## src/rtl/int_pixel_packer.sv

```systemverilog
// Packs PACK pixels per word (little-endian) with a row-end flush and keep mask,
// buffered in a small FIFO. Define PIX_STATS_EN to build the saturation counters.
module int_pixel_packer #(
    parameter int PIX_W      = 8,
    parameter int PACK       = 4,
    parameter int FIFO_DEPTH = 4
) (
    input  logic                  clk,
    input  logic                  rst,
    input  logic [PIX_W-1:0]      in_pix,
    input  logic                  in_valid,
    input  logic                  in_last,
    output logic                  in_ready,
    output logic [PIX_W*PACK-1:0] out_word,
    output logic [PACK-1:0]       out_keep,
    output logic                  out_last,
    output logic                  out_valid,
    input  logic                  out_ready,
    output logic [15:0]           sat_hi_cnt,
    output logic [15:0]           sat_lo_cnt
);
    localparam int W  = PIX_W * PACK;
    localparam int IW = (PACK > 1) ? $clog2(PACK) : 1;
    localparam int AW = $clog2(FIFO_DEPTH);
    localparam int CW = AW + 1;

    logic [IW-1:0]                idx;
    logic [PACK-1:0][PIX_W-1:0]   acc;
    logic [PACK-1:0][PIX_W-1:0]   push_word;
    logic [PACK-1:0]              push_keep;
    logic                         accept, push, pop;

    logic [W-1:0]                 mem_word [FIFO_DEPTH];
    logic [PACK-1:0]              mem_keep [FIFO_DEPTH];
    logic                         mem_last [FIFO_DEPTH];
    logic [AW-1:0]                wr_ptr, rd_ptr, rd_next;
    logic [CW-1:0]                count, count_next;

    // in_ready looks only at the registered count, never at out_ready
    assign in_ready  = (count < CW'(FIFO_DEPTH));
    assign out_valid = (count != '0);
    assign accept    = in_valid && in_ready;
    assign push      = accept && ((idx == IW'(PACK - 1)) || in_last);
    assign pop       = out_valid && out_ready;

    always_comb begin
        for (int i = 0; i < PACK; i++) begin
            push_word[i] = (IW'(i) == idx) ? in_pix : acc[i];
            push_keep[i] = (IW'(i) <= idx);
        end
    end

    always_ff @(posedge clk or posedge rst) begin
        if (rst) begin
            idx <= '0;
            acc <= '0;
        end else if (accept) begin
            if (push) begin
                idx <= '0;
                acc <= '0;
            end else begin
                acc[idx] <= in_pix;
                idx      <= idx + 1'b1;
            end
        end
    end

    always_comb begin
        rd_next    = pop ? rd_ptr + 1'b1 : rd_ptr;
        count_next = count + CW'(push) - CW'(pop);
    end

    always_ff @(posedge clk) begin
        if (push) begin
            mem_word[wr_ptr] <= push_word;
            mem_keep[wr_ptr] <= push_keep;
            mem_last[wr_ptr] <= in_last;
        end
    end

    // Output registers preload the next head; a word pushed into the slot that
    // is about to become head is forwarded since the memory write lands later.
    always_ff @(posedge clk or posedge rst) begin
        if (rst) begin
            wr_ptr   <= '0;
            rd_ptr   <= '0;
            count    <= '0;
            out_word <= '0;
            out_keep <= '0;
            out_last <= 1'b0;
        end else begin
            if (push) wr_ptr <= wr_ptr + 1'b1;
            rd_ptr <= rd_next;
            count  <= count_next;
            if (count_next != '0) begin
                if (push && (wr_ptr == rd_next)) begin
                    out_word <= push_word;
                    out_keep <= push_keep;
                    out_last <= in_last;
                end else begin
                    out_word <= mem_word[rd_next];
                    out_keep <= mem_keep[rd_next];
                    out_last <= mem_last[rd_next];
                end
            end
        end
    end

`ifdef PIX_STATS_EN
    always_ff @(posedge clk or posedge rst) begin
        if (rst) begin
            sat_hi_cnt <= '0;
            sat_lo_cnt <= '0;
        end else if (accept) begin
            if ((in_pix == {PIX_W{1'b1}}) && (sat_hi_cnt != 16'hFFFF)) sat_hi_cnt <= sat_hi_cnt + 16'd1;
            if ((in_pix == '0) && (sat_lo_cnt != 16'hFFFF)) sat_lo_cnt <= sat_lo_cnt + 16'd1;
        end
    end
`else
    assign sat_hi_cnt = '0;
    assign sat_lo_cnt = '0;
`endif

endmodule
```

## config.mk

```make
export PLATFORM = sky130hd
export DESIGN_NAME = int_pixel_packer
export DESIGN_NICKNAME = d
export VERILOG_FILES = /design/src/rtl/int_pixel_packer.sv
export SDC_FILE = /design/constraint.sdc
export NUM_CORES = 1
export LEC_CHECK = 0
export BUFFER_PORTS_ARGS = -buffer_cell sky130_fd_sc_hd__buf_2
export CAP_MARGIN = 10
export CORE_UTILIZATION = 55
export DETAILED_ROUTE_END_ITERATION = 16
export GPL_TIMING_DRIVEN = 0
export PLACE_DENSITY = 0.77
export REMOVE_ABC_BUFFERS = 1
export SLEW_MARGIN = 20
export SYNTH_ARGS = -nofsm -noshare
export SYNTH_HDL_FRONTEND = slang
export SYNTH_SLANG_ARGS = --single-unit
export TNS_END_PERCENT = 1
```

## constraint.sdc

```tcl
create_clock -name clk -period 3.9 [get_ports clk]
set_clock_uncertainty 0.2 [all_clocks]
set_input_delay 0.39 -clock clk [delete_from_list [all_inputs] [get_ports clk]]
set_output_delay 0.39 -clock clk [all_outputs]
set_load 0.05 [all_outputs]
```

==> After elaboration in Yosys (flattened, before gate mapping) <==
Memory sizes are Yosys's and may differ from the RTL's. A register that Yosys moved wholly into a read port is not among the register bits.
Cells that the tools add are included.
{ "classes": {"n_addsub": 5, "multipliers": 0, "div_mod_pow": 0, "magnitude_cmp": 7, "eq_ne": 4, "shift": 0, "mux": 12, "bitwise_logic": 0, "n_reduce_logical": 8} }
{ "op_table": {"columns": ["cell", "count"], "rows": [
  ["$mux 8", 5],
  ["$bwmux 32", 1],
  ["$mux 32", 1],
  ["$demux 8 s2", 1],
  ["$add 2x1->2 const B", 3],
  ["$reduce_bool 3->1", 2],
  ["$eq 2x2->1 const A", 2],
  ["$le 1x2->1 const A", 2],
  ["$le 2x2->1 const A", 2],
  ["$logic_and 1x1->1", 4],
  ["$mux 2", 2],
  ["$add 3x1->3", 1],
  ["$lt 2x3->1 const B", 1],
  ["$lt 3x3->1 const B", 1],
  ["$sub 3x1->3", 1],
  ["$eq 1x2->1 const A", 1],
  ["$eq 2x2->1 const B", 1],
  ["$ge 2x1->1 const B", 1],
  ["$logic_not 2->1", 1],
  ["$mux 1", 2],
  ["$logic_or 1x1->1", 1]
]} }
{ "word_totals": {"ff_bits": 41, "latch_bits": 0, "mem_bits_rw": 148, "romBits": 0, "in_bits": 13, "out_inout_bits": 71, "wordCells": 47, "n_memories": 3} }
{ "memory_table": {"columns": ["memory", "words", "width", "read_ports", "rd_clocked_by_memory_dff", "write_ports", "line", "text"], "rows": [
  ["mem_word", 4, 32, 1, 1, 1, "33", "logic [W-1:0] mem_word [FIFO_DEPTH];"],
  ["mem_keep", 4, 4, 1, 1, 1, "34", "logic [PACK-1:0] mem_keep [FIFO_DEPTH];"],
  ["mem_last", 4, 1, 1, 1, 1, "35", "logic mem_last [FIFO_DEPTH];"]
]} }

==> Logic depth before layout (Yosys ltp) <==
{ "depth": {"word_depth": 6, "mapped_depth": 15, "ltp_nobuf": 11} }

==> Worst setup path after synthesis <==
OpenSTA, ideal clock, no wires.
{ "synth_timing": {"kind": "flip-flop to flip-flop", "startpoint": "register count[0]", "endpoint": "register out_word[11], read port of mem_word", "setup_time_ps": 121, "arrival_ps": 3428, "required_ps": 3579, "setup_slack_ps": 151, "path_stages_with_launch": 16, "path_buffers": 4, "synth_period_minus_slack_ps": 3749, "cell_sequence": "dfrtp_1 > o31ai_4 > inv_2 > clkbuf_1 > clkbuf_1 > ha_1 > inv_1 > ha_1 > fa_1 > xnor2_1 > xnor2_1 > nor3_1 > clkbuf_1 > clkbuf_1 > a31oi_1 > a22o_1"} }
{ "synth_between": {"elab_chain_len": 6, "elab_cells_between_ends": 9, "cone_classes": "add/sub: 2; order compare: 1; mux: 1; reduce/logical: 5"} }
{ "synth_lines": {"columns": ["element", "line", "text"], "rows": [
  ["start, declared", "37", "logic [CW-1:0] count, count_next;"],
  ["start signal, assigned", "94", "count <= count_next;"],
  ["$lt 3x3->1", "40", "assign in_ready = (count < CW'(FIFO_DEPTH));"],
  ["$logic_and 1x1->1", "42", "assign accept = in_valid && in_ready;"],
  ["$logic_and 1x1->1", "43", "assign push = accept && ((idx == IW'(PACK - 1)) || in_last);"],
  ["$add 3x1->3", "70", "count_next = count + CW'(push) - CW'(pop);"],
  ["$sub 3x1->3 *", "70", null],
  ["via count_next[2]", "37", null],
  ["$reduce_bool 3->1 *", "95", "if (count_next != '0) begin"],
  ["end, declared", "14", "output logic [PIX_W*PACK-1:0] out_word,"]
]} }
The timed path passes the listed nets; every way through them passes the cells marked *.
A chain may end at the register's enable or synchronous reset.

==> Worst setup path in the final report <==
{ "layout_timing": {"startpoint": "register count[2]", "endpoint": "register out_word[6], read port of mem_word"} }
The elaborated chain is that of the path after synthesis.

==> summary.md <==
| Metric | Value |
|---|---|
| Outcome | `finished, final reports clean` |
| Average size of a mapped cell | `12.3 sq um` |
| Mapped Area | `0.0111 sq mm` |
| Required time worst endpoint | `4.10 ns` |
| Max-cap viol count | `0` |
| Syn-to-layout area delta | `14.7%` |
| 1st-pass router iterations | `5` |
| Clk Latency, worst-skew pair | `0.51 ns` |
| Top fanout value on the critical path | `23` |
| Wirelength per Cell | `22.2 um` |
| Total wire length | `27000 um` |
| Cells after synthesis | `903` |
| # diodes | `0` |
| Startpoint class of the critical path | `flip-flop` |
| Routed Antenna Nets | `0` |
| Pwr Total | `11.5 mW` |
| Area of the multi-input gates | `0.00434 sq mm` |
| Worst-Margin Slew | `0.827 ns` |
| Gate power share | `0.483` |
| Die Area | `0.0208 sq mm` |
| Clk sink count | `222` |
| Vias/cell | `6.35` |
| Final Hold Slack | `0.0297 ns` |
| Longest Clk Path Bufs | `3` |
| Layout Utilization | `0.648` |
| Commonest non-fill, non-tap cell in the layout | `edfxtp_1` |
| RePlAce Congestion | `0.708` |
| Die X | `144 um` |
| Max_slew headroom | `0.449` |
| Switching power of the nets | `4.77 mW` |
| Global-route usage over all layers | `0.261` |
| Pre-CTS setup slack | `-1.38 ns` |
| Commonest non-fill, non-tap cells in the layout | `144 x edfxtp_1, 101 x a211oi_1, 95 x mux2i_1` |
| FMAX | `0.269 GHz` |
| Initial antenna violation count | `0` |
| Number of buffers created by CTS | `24` |
| Primary FF master, synth | `edfxtp_1` |
| Setup violators final | `0` |
| Starting density of the core | `0.565` |
| Storage element area | `0.00628 sq mm` |
| Root buf cell | `clkbuf_16` |
| Critical path type | `flip-flop to flip-flop` |
| Dpl hpwl | `15300 um` |
| FF+latch count, synth | `222` |
| Synthesis warning total | `0` |
| Pins Over Slew Limit | `0` |
| Clk slew on worst S/H paths | `0.06 ns` |
| Hold Crit Class | `input port to flip-flop` |
| Pleak | `5.04 nW` |
| Final setup margin | `0.189 ns` |
| Cell variety after synth | `36` |
| Top post-synthesis cells by area | `edfxtp_1 39%, dfrtp_1 18%, mux2i_1 8.6%, a211oi_1 6.8%, nor2b_1 4.3%` |
| Vias | `7720` |
| Pwr dens | `901 mW/mm^2` |
| Clock Power Share | `0.192` |
| First-pass GRT wire length | `40800 um` |
| TNS Setup | `0 ns` |
| Worst VDD drop | `0.504 mV` |
| Post-synth EDFFs | `144` |
| Rows | `51` |
| Residual DRC count | `0` |
| Tmin final | `3.71 ns` |
| Synth area leader | `edfxtp_1` |
| Async S/R FF share, synth | `0.351` |
| GRT Residual Overflow | `0` |
| Core area | `0.0197 sq mm` |
| Number of H-tree levels | `1` |
| Worst Setup End Kind | `flip-flop` |
| Fillers | `1455` |
| Nets@finish | `958` |
| CTS tree | `yes` |
| Sequential share of power | `0.325` |
| Switch share | `0.415` |
| Post-synth top area share | `0.390` |
| Layout cells sized above 1 | `0.165` |
| Part of the cycle the worst path needs | `0.952` |
| RSZ-0062 raised after global routing | `false` |
| Register area share after synthesis | `0.565` |
| Boundary pin count | `84` |
| Largest net degree at the start of global routing | `67` |
| DRT iter0 DRCs | `617` |
| Die Y | `144 um` |
| Worst EP arrival | `3.91 ns` |
| Power Internal | `6.71 mW` |
| Number of global-route vias before repair | `7441` |
| Final Hold Vio Count | `0` |
| PortBufs | `51` |
[worst paths after layout]
kind	start	endpoint	slack (ns)	cells past startpoint
worst max-delay path	count[2]	out_word[6]	0.19	16
max in group asynchronous	rst	rd_ptr[1]	2.61	4
worst min-delay path	in_pix[3]	acc[3]	0.03	2
worst max register to register	count[2]	out_word[6]	0.19	16
min in group asynchronous	rst	out_word[18]	0.26	3
worst min register to register	out_keep[0]	out_keep[0]	0.27	1
[routing by layer]
layer  part of all wire  routed length [um]  GRT usage  vias up
met5                  0                   0          0        -
met4              0.023                 607     0.0913        0
met3              0.075                2030     0.0417       47
met2               0.49               13300      0.439      361
met1               0.41               11000      0.342     3836
li1                   -                   -          -     3476
[cell type report]
type                    instances  share of cell area
clock buffers                  41              0.0601
repair inverters                1            0.000688
inverters                      28             0.00973
well taps                     265              0.0260
repair buffers                 84              0.0682
multi-input cells             572               0.341
flip-flops and latches        222               0.493
clock inverters                 3             0.00118
[cells by family (layout without fill, tap and decap cells)]
family,Yosys count,after routing,synth area share
fa+ha+maj,12,12,0.0142
other cells,1,32,0.000338
simple gates,141,142,0.0717
flops,222,222,0.565
compound gates,268,268,0.178
buf+inv,141,157,0.0622
xor+xnor,6,6,0.00473
mux,112,112,0.103
[synth_stat cells, drive strengths merged (2+ instances only)]
cell type    n
nor3        20
clkbuf      62
a211oi     101
a221o       35
mux2i       95
buf         51
ha          11
nand4        4
a211o        2
o21ai       17
a31oi       16
xnor2        6
nand3        8
edfxtp     144
a22o        44
and2         5
nor4b        2
nand2       19
nor2b       76
inv         28
dfrtp       78
mux2        17
nor2         4
a21oi       51
[registers in the layout (all words and copies together) (netlist names)]
name / cells
acc: 32
mem_last: 4
mem_word: 128
mem_keep: 12
count: 3
rd_ptr: 2
wr_ptr: 2
out_keep: 4
out_word: 32
out_last: 1
idx: 2
[worst max-delay path, cell delays in order (launching register included)]
cell and delay (ns):
dfrtp_1 0.41, inv_2 0.13, nand2_8 0.18, buf_16 0.18, nor2_4 0.06, buf_16 0.16
buf_16 0.17, buf_16 0.17, ha_1 0.23, fa_1 0.40, xnor2_2 0.16, xnor2_2 0.18
nor3_4 0.24, buf_6 0.24, buf_4 0.18, a21oi_1 0.05, a22o_1 0.21
[stage by stage]
step / instance area, sq um / cells
floorplan: 10600 / 821
global placement: 11200 / 1137
detailed placement: 11700 / 1163
CTS: 12700 / 1215
global route: 12700 / 1216
finish: 12700 / 1216
[power groups by stage]
stage               clock (mW)  sequential [mW]  combinational (mW)
CTS                       2.23             3.71                5.36
global placement             0             3.90                4.15
finish                    2.21             3.73                5.55
floorplan                    0             4.47                2.96
detailed placement           0             3.75                5.23
global route              2.32             3.78                5.93
[what timing repair did]
| action | CTS | global route |
|---|---|---|
| setup buffers | 6 | 1 |
| pin swaps | 5 | 3 |
| endpoints found under the setup margin | 37 | 13 |
| resized for setup | 11 | 7 |
| endpoints found under the hold margin | 32 | 0 |
| cloned | 3 | 2 |
| hold buffers | 1 | 0 |
(Power assumes the default switching activity.)
